<file path="config.mk">
export PLATFORM = sky130hd
export DESIGN_NAME = exec_wr_scoreboard
export DESIGN_NICKNAME = d
export VERILOG_FILES = /design/src/rtl/exec_wr_scoreboard.sv
export SDC_FILE = /design/constraint.sdc
export NUM_CORES = 1
export LEC_CHECK = 0
export CAP_MARGIN = 0
export CORE_UTILIZATION = 50
export CTS_CLUSTER_DIAMETER = 40
export CTS_CLUSTER_SIZE = 8
export DETAILED_ROUTE_END_ITERATION = 8
export PLACE_DENSITY_LB_ADDON = 0.12
export SLEW_MARGIN = 20
export SYNTH_ARGS = -nofsm -noshare
export SYNTH_HDL_FRONTEND = slang
export SYNTH_SLANG_ARGS = --single-unit
</file>
<file path="constraint.sdc">
create_clock -name clk -period 4 [get_ports clk]
set_input_delay 0.6 -clock clk [delete_from_list [all_inputs] [get_ports clk]]
set_output_delay 0.6 -clock clk [all_outputs]
set_load 0.02 [all_outputs]
</file>
<file path="src/rtl/exec_wr_scoreboard.sv">
// In-order scoreboard for the PDP-8 EXEC memory-write port, with a read-request
// watchdog, saturating error counter and first-error address capture.
module exec_wr_scoreboard #(
  parameter int DATA_WIDTH    = 12,
  parameter int ADDR_WIDTH    = 12,
  parameter int DEPTH         = 4,
  parameter int RD_TIMEOUT    = 1,
  parameter int ERR_CNT_WIDTH = 8
) (
  input  logic                       clk,
  input  logic                       reset_n,
  input  logic                       chk_enable,
  input  logic                       clear_errors,
  input  logic                       exp_valid,
  input  logic [ADDR_WIDTH-1:0]      exp_addr,
  input  logic [DATA_WIDTH-1:0]      exp_data,
  output logic                       exp_ready,
  input  logic                       exec_wr_req,
  input  logic [ADDR_WIDTH-1:0]      exec_wr_addr,
  input  logic [DATA_WIDTH-1:0]      exec_wr_data,
  input  logic                       exec_rd_req,
  output logic                       mismatch,
  output logic                       unexpected_wr,
  output logic                       rd_stuck,
  output logic                       overflow,
  output logic                       sticky_err,
  output logic [ERR_CNT_WIDTH-1:0]   err_count,
  output logic [ADDR_WIDTH-1:0]      first_err_addr,
  output logic [$clog2(DEPTH):0]     pending
);

  localparam int PTR_W = $clog2(DEPTH);
  localparam int PCNT_W = PTR_W + 1;
  localparam int CNT_W = (RD_TIMEOUT < 2) ? 1 : $clog2(RD_TIMEOUT + 1);

  typedef enum logic [1:0] {RD_IDLE, RD_ACTIVE, RD_STUCK} rd_state_t;

  logic [ADDR_WIDTH-1:0] addr_mem [DEPTH];
  logic [DATA_WIDTH-1:0] data_mem [DEPTH];
  logic [PTR_W-1:0]      wr_ptr, rd_ptr;

  logic empty, full, pop, push, ovf_evt, mis_evt, unexp_evt, wr_err_evt, rd_evt;
  logic wr_err_seen;
  rd_state_t rd_state, rd_state_next;
  logic [CNT_W-1:0] rd_cnt, rd_cnt_next;
  logic [1:0] err_inc;
  logic [ERR_CNT_WIDTH:0] err_sum;

  assign empty = (pending == '0);
  assign full  = (pending == PCNT_W'(DEPTH));
  assign pop   = chk_enable & exec_wr_req & ~empty;
  assign push  = chk_enable & exp_valid & (~full | pop);
  assign exp_ready = chk_enable & (~full | pop);

  // The head is compared before any same-cycle push lands in the queue.
  assign ovf_evt    = chk_enable & exp_valid & full & ~pop;
  assign mis_evt    = pop & ((exec_wr_addr != addr_mem[rd_ptr]) | (exec_wr_data != data_mem[rd_ptr]));
  assign unexp_evt  = chk_enable & exec_wr_req & empty;
  assign wr_err_evt = mis_evt | unexp_evt;

  assign err_inc = {1'b0, wr_err_evt} + {1'b0, rd_evt} + {1'b0, ovf_evt};
  assign err_sum = {1'b0, err_count} + (ERR_CNT_WIDTH + 1)'(err_inc);

  always_ff @(posedge clk) begin
    if (push) begin
      addr_mem[wr_ptr] <= exp_addr;
      data_mem[wr_ptr] <= exp_data;
    end
  end

  always_ff @(posedge clk or negedge reset_n) begin
    if (!reset_n) begin
      wr_ptr  <= '0;
      rd_ptr  <= '0;
      pending <= '0;
    end else if (!chk_enable) begin
      wr_ptr  <= '0;
      rd_ptr  <= '0;
      pending <= '0;
    end else begin
      if (push) wr_ptr <= wr_ptr + PTR_W'(1);
      if (pop)  rd_ptr <= rd_ptr + PTR_W'(1);
      if (push && !pop)      pending <= pending + PCNT_W'(1);
      else if (pop && !push) pending <= pending - PCNT_W'(1);
    end
  end

  always_ff @(posedge clk or negedge reset_n) begin
    if (!reset_n) begin
      rd_state <= RD_IDLE;
      rd_cnt   <= '0;
    end else begin
      rd_state <= rd_state_next;
      rd_cnt   <= rd_cnt_next;
    end
  end

  always_comb begin
    rd_state_next = rd_state;
    rd_cnt_next   = rd_cnt;
    if (!chk_enable) begin
      rd_state_next = RD_IDLE;
      rd_cnt_next   = '0;
    end else begin
      case (rd_state)
        RD_IDLE: if (exec_rd_req) begin
          rd_state_next = RD_ACTIVE;
          rd_cnt_next   = CNT_W'(1);
        end
        RD_ACTIVE: begin
          if (!exec_rd_req) begin
            rd_state_next = RD_IDLE;
            rd_cnt_next   = '0;
          end else if (rd_cnt == CNT_W'(RD_TIMEOUT)) begin
            rd_state_next = RD_STUCK;
          end else begin
            rd_cnt_next = rd_cnt + CNT_W'(1);
          end
        end
        RD_STUCK: if (!exec_rd_req) begin
          rd_state_next = RD_IDLE;
          rd_cnt_next   = '0;
        end
        default: begin
          rd_state_next = RD_IDLE;
          rd_cnt_next   = '0;
        end
      endcase
    end
  end

  always_comb begin
    rd_evt = chk_enable & exec_rd_req & (rd_state == RD_ACTIVE) & (rd_cnt == CNT_W'(RD_TIMEOUT));
  end

  // Pulses are never masked by clear_errors; only the accumulated state is.
  always_ff @(posedge clk or negedge reset_n) begin
    if (!reset_n) begin
      mismatch       <= 1'b0;
      unexpected_wr  <= 1'b0;
      rd_stuck       <= 1'b0;
      overflow       <= 1'b0;
      sticky_err     <= 1'b0;
      wr_err_seen    <= 1'b0;
      err_count      <= '0;
      first_err_addr <= '0;
    end else begin
      mismatch      <= mis_evt;
      unexpected_wr <= unexp_evt;
      rd_stuck      <= rd_evt;
      if (clear_errors) begin
        overflow       <= 1'b0;
        sticky_err     <= 1'b0;
        wr_err_seen    <= 1'b0;
        err_count      <= '0;
        first_err_addr <= '0;
      end else begin
        if (ovf_evt) overflow <= 1'b1;
        if (wr_err_evt | rd_evt | ovf_evt) sticky_err <= 1'b1;
        if (wr_err_evt && !wr_err_seen) begin
          wr_err_seen    <= 1'b1;
          first_err_addr <= exec_wr_addr;
        end
        err_count <= err_sum[ERR_CNT_WIDTH] ? '1 : err_sum[ERR_CNT_WIDTH-1:0];
      end
    end
  end

endmodule

</file>
# == Word-level counts from Yosys, hierarchy flattened ==
# Memories as Yosys holds them, arrays and structs flattened.
# Cells that the tools add are included.
# totals
ramBits,96
ff_bits,36
output_inout_bits,29
in_bits,55
memories,2
elab_cells,98
# memory_table
name,depth,word_bits,rd,rd_ports_with_merged_regs,wr,line_no,source
addr_mem,4,12,1,0,1,38,logic [ADDR_WIDTH-1:0] addr_mem [DEPTH];
data_mem,4,12,1,0,1,39,logic [DATA_WIDTH-1:0] data_mem [DEPTH];
# op_classes
n_mux,31
n_reduce_logical,13
eq_ne,11
n_addsub,8
n_bitwise,20
# op_table
cell,count
$mux 12,2
$ne 12x12->1,2
$mux 2,9
$mux 8,2
$mux 1,13
$and 1x1->1,12
$add 8x2->9,1
$mux 3,3
$ne 3x3->1 const B,2
$pmux 2 s3,1
$reduce_bool 2->1,3
$or 1x1->1,5
$add 2x1->2 const B,2
$ne 2x1->1 const B,2
$ne 4x4->1 const B,1
$add 3x1->3 const B,1
$eq 3x3->1 const B,1
$logic_and 1x1->1,3
$logic_not 1->1,3
$logic_not 3->1,1
$ne 3x1->1 const B,1
$not 1->1,3
$pmux 1 s3,1
$reduce_and 3->1,1
other kinds (8),8

# == Depth between registers and ports, before layout ==
# logic_depth
word_depth,10
ltp_mapped,16
depth_no_buf,13

# == Worst setup path after synthesis ==
# Ideal clock, no wire load.
# synth_timing
path_type,register to register
from,reg rd_ptr[0]
to,reg err_count[0]
setup_ns,0.136
path_stages_with_launch,16
synth_period_minus_slack_ns,3.087
path_slack_ns,0.913
t_required_ns,3.864
arrival_time_ns,2.951
cell_sequence,dfrtp_1 -> buf_6 -> buf_8 -> buf_6 -> mux4_2 -> xnor2_1 -> nand4_1 -> nor3b_2 -> a21o_1 -> inv_1 -> ha_1 -> fa_1 -> nand2_1 -> nor2_1 -> nand4_1 -> a21oi_1
# synth_between
elab_chain_len,10
elab_cells_between_ends,12
classes_between,3 x add/sub; 2 x eq/ne; 2 x mux; 3 x bitwise; 2 x memory
# synth_rtl
element,line_no,source
start: declaration,40,"logic [PTR_W-1:0] wr_ptr, rd_ptr;"
start signal: assignment,82,if (pop) rd_ptr <= rd_ptr + PTR_W'(1);
$mem_v2 4x12 (on tied branches),--,
$ne 12x12->1,57,assign mis_evt = pop & ((exec_wr_addr != addr_mem[rd_ptr]) | (exec_wr_data != data_mem[rd_ptr]));
$or 1x1->1 *,57,
$and 1x1->1 *,57,
$or 1x1->1 *,59,assign wr_err_evt = mis_evt | unexp_evt;
$add 1x1->2 *,61,"assign err_inc = {1'b0, wr_err_evt} + {1'b0, rd_evt} + {1'b0, ovf_evt};"
$add 2x1->2 *,61,
$add 8x2->9 *,62,"assign err_sum = {1'b0, err_count} + (ERR_CNT_WIDTH + 1)'(err_inc);"
$mux 8 *,164,err_count <= err_sum[ERR_CNT_WIDTH] ? '1 : err_sum[ERR_CNT_WIDTH-1:0];
$mux 8 *,151,if (clear_errors) begin
end signal: assignment,164,
end: declaration,27,"output logic [ERR_CNT_WIDTH-1:0] err_count,"
# Mark *: on every way between the ends. The rest lies on a longest branch, timed or not.
# A chain may end at the register's enable or synchronous reset.

# == Worst setup path in the final report ==
# layout_timing
from,reg rd_ptr[0]
to,reg err_count[3]
# Same word-level chain as after synthesis.

==> flow_summary.ini <==
[place]
gp_congestion = 0.777
portBuffers = 83
place_inst = 564
post_dp_cell_area_mm2 = 0.00668
dp_hpwl_um = 7000
dp_slack_ns = 0.560

[power]
p_per_area_mw_per_mm2 = 492
max-vdd-ir-drop_v = 0.000310
leakage_nw = 2.55

[global_routing]
grt_use_total = 0.202
grt.busiest_layer = met2
grt-ovfl-total = 0
met1_usage = 0.260
use_met2 = 0.335
use_met3 = 0.0579
grt_pass1_vias = 3252
grt_pass1_wl_um = 17100
grt_max_degree = 37
antenna_found_initial = 0

[finish]
antenna_cells = 0
regArea_mm2 = 0.00378
layoutNonFillerInstCount = 595
syn2layout_area_growth_pct = 27.5
final_cell_area_mm2 = 0.00722
utilization = 0.661
fin_nets = 507
drive_gt1_frac = 0.167
fillers = 787
multiInputGateArea_mm2 = 0.00175

[worst_setup_path]
cp_slowest_cell = mux4_2
end_kind = register
critPathMaxFanout = 26
crit_type = register to register
worst-path-buf-inv = 2
critical_path.top_delay_family = simple AND/OR/NAND/NOR gates
cp-start-kind = register
cp_data_arrival_time_ns = 3.68
cpPeakStageDelay_ns = 0.54
crit_required_ns = 4.28
crit_path_frequent_cell = nand4_1
crit_chain = buf_12, mux4_2, xnor2_1, nand4_1, nor4_4, a21o_1, inv_1, ha_1, fa_1, nand2_1, nor2_1, nand4_1, a21oi_1

[drt]
drt_iter0_drc = 234
wire_per_inst_um = 18.0
ant_nets = 0
dr_total_vias = 3223
avgViaCountPerCell = 5.42
drc_errors = 0
routed_wl_um = 10700
dr.pass1.iters = 4

[floorplan]
initial_core_util = 0.518
die_y_um = 108
rows = 38
fp.coreArea_mm2 = 0.0109
boundaryPins = 84
dieWidth_um = 108
dieArea_mm2 = 0.0118

[logic_synthesis]
synth_area_per_cell_um2 = 16.5
synth_adder_area_share = 0.0256
synth_compound_area_frac = 0.0603
synth_area_leaders = edfxtp_1 (51%), dfrtp_1 (16%), mux4_2 (9.5%)
synth-simple-area-share = 0.0769
synth_xor_area_frac = 0.0464
synth_nets = 407
yosysUniqueCellTypes = 38
syn-cell-area_mm2 = 0.00566
synth_top_family_by_area = multiplexers
synthMuxAreaShare = 0.0990
yosys_warnings = 0
synth_largest_area_cell = edfxtp_1
synth_top_area_frac = 0.509
ys_seq_area_frac = 0.668
synth_seq_cells = 132
synth_cells = 343

[outcome]
outcome = complete, no violations

[hold_path]
hold_class = input port to asynchronous set/reset pin

[clock_network]
postCtsSetupBuffers = 0
cts_tree = done
path_clk_slew_ns = 0.06
htree_levels = 4
cts.path.max_buffers = 2
cts_made_buffers = 17
clock_latency_ns = 0.40
root_buffer = clkbuf_16
clock-sinks = 132
ctsResizeCount = 0
holdBufCountCts = 0

[timing]
finalHoldViolations = 0
period_needed_ns = 3.40
tns_ns = 0
fin_ws_ns = 0.597
setup_viol = 0
min_period_over_period = 0.851
worst_pin_slew_ns = 0.859
rsz0062_at_grt = false
finClkSkew_ns = 0.00963
fmax_mhz = 294
relSlewSlack = 0.427
slew_viol_final = 0

[job]
drv_cap = 0
worst register-to-register path, delay by kind of cell (launching register included):
family,cells,cell delay [ns]
AND/OR/NAND/NOR,5,0.96
adder cells (fa/ha/maj),2,0.64
multiplexers,1,0.56
flip-flops,1,0.37
AO/OA/AOI/OAI,2,0.31
buffers and inverters,2,0.29
XOR/XNOR,1,0.15
worst paths after layout:
| path | to | start | cells after the start | slack, ns |
|---|---|---|---|---|
| max | err_count[3]$_DFF_PN0_ | rd_ptr[0]$_DFFE_PN0P_ | 13 | 0.60 |
| min | err_count[7]$_DFF_PN0_ | reset_n | 1 | 0.31 |
| max reg2reg | err_count[3]$_DFF_PN0_ | rd_ptr[0]$_DFFE_PN0P_ | 13 | 0.60 |
| min reg2reg | rd_state[0]$_DFFE_PN0P_ | rd_state[1]$_DFFE_PN0P_ | 1 | 0.47 |
| max in group asynchronous | first_err_addr[0]$_DFFE_PN0P_ | reset_n | 1 | 3.14 |
| min in group clk | rd_state[0]$_DFFE_PN0P_ | rd_state[1]$_DFFE_PN0P_ | 1 | 0.47 |
layer usage:
layer,share of wire,up-vias
met5,0,-
met4,0.0075,0
met3,0.047,7
met2,0.50,86
met1,0.44,1630
li1,-,1500
final cells by class:
cell class	instances	share of cell area
inverter	10	0.00520
multi-input combinational	187	0.243
sequential	132	0.524
tap	140	0.0243
clock buffer	18	0.0594
clock inverter	13	0.0163
timing repair buffer	95	0.129
metrics by stage:
step | hold slack [ns] | total power [mW]
finish | 0.306 | 3.56
global route | 0.366 | 3.71
CTS | 0.333 | 3.59
detailed placement | 0.455 | 2.16
global placement | 0.435 | 2.15
floorplan | 0.304 | 1.98
synth_stat cells:
cell type	n
nand2b_1	14
nor2_1	18
fa_1	3
nand4_1	8
o2bb2ai_1	2
a31oi_1	3
a21oi_1	13
edfxtp_1	96
inv_1	10
buf_8	1
buf_6	4
ha_1	6
mux2i_1	2
xnor2_1	28
nand3_1	4
dfrtp_1	36
o22a_1	1
o22ai_1	1
a311oi_1	2
nand2_1	16
and2_1	9
buf_2	3
a21o_1	2
nand4b_1	1
mux4_2	24
nor3_1	4
a211o_1	1
or3_1	2
clkbuf_1	6
maj3_1	1
nor2b_1	3
o21ai_0	2
a211oi_1	2
nor4_4	1
o2bb2ai_2	10
nor3b_2	1
xor2_1	2
o221ai_1	1
layout by cell type, fill, tap and decap left out, types with 6 or more instances in the layout:
cell type / Yosys / final
clkdlybuf4s50_1: 0 / 82
ha_1: 6 / 6
o2bb2ai_2: 10 / 10
dfrtp_1: 36 / 36
nand2_1: 16 / 16
inv_1: 10 / 10
and2_1: 9 / 9
buf_4: 0 / 11
a21oi_1: 13 / 13
nor2_1: 18 / 18
edfxtp_1: 96 / 96
mux4_2: 24 / 24
clkbuf_16: 0 / 17
xnor2_1: 28 / 28
nand4_1: 8 / 8
nand2b_1: 14 / 14
cells by family after synthesis:
group / Yosys count
buffers and inverters: 24
AND/OR/NAND/NOR: 81
adder cells (fa/ha/maj): 10
multiplexers: 26
flip-flops: 132
XOR/XNOR: 30
AO/OA/AOI/OAI: 40
flip-flops by register name, indices dropped and copies added (netlist names), 2 cells and up:
name and flops:
addr_mem 48, pending 3, rd_state 2, err_count 8
data_mem 48, wr_ptr 2, rd_ptr 2, first_err_addr 12
power by group:
part | total [mW] | switching [mW] | internal, mW
logic | 0.557 | 0.264 | 0.294
registers | 1.57 | 0.0346 | 1.54
clock network | 1.42 | 0.526 | 0.898
Power figures use the tool's default switching activity.
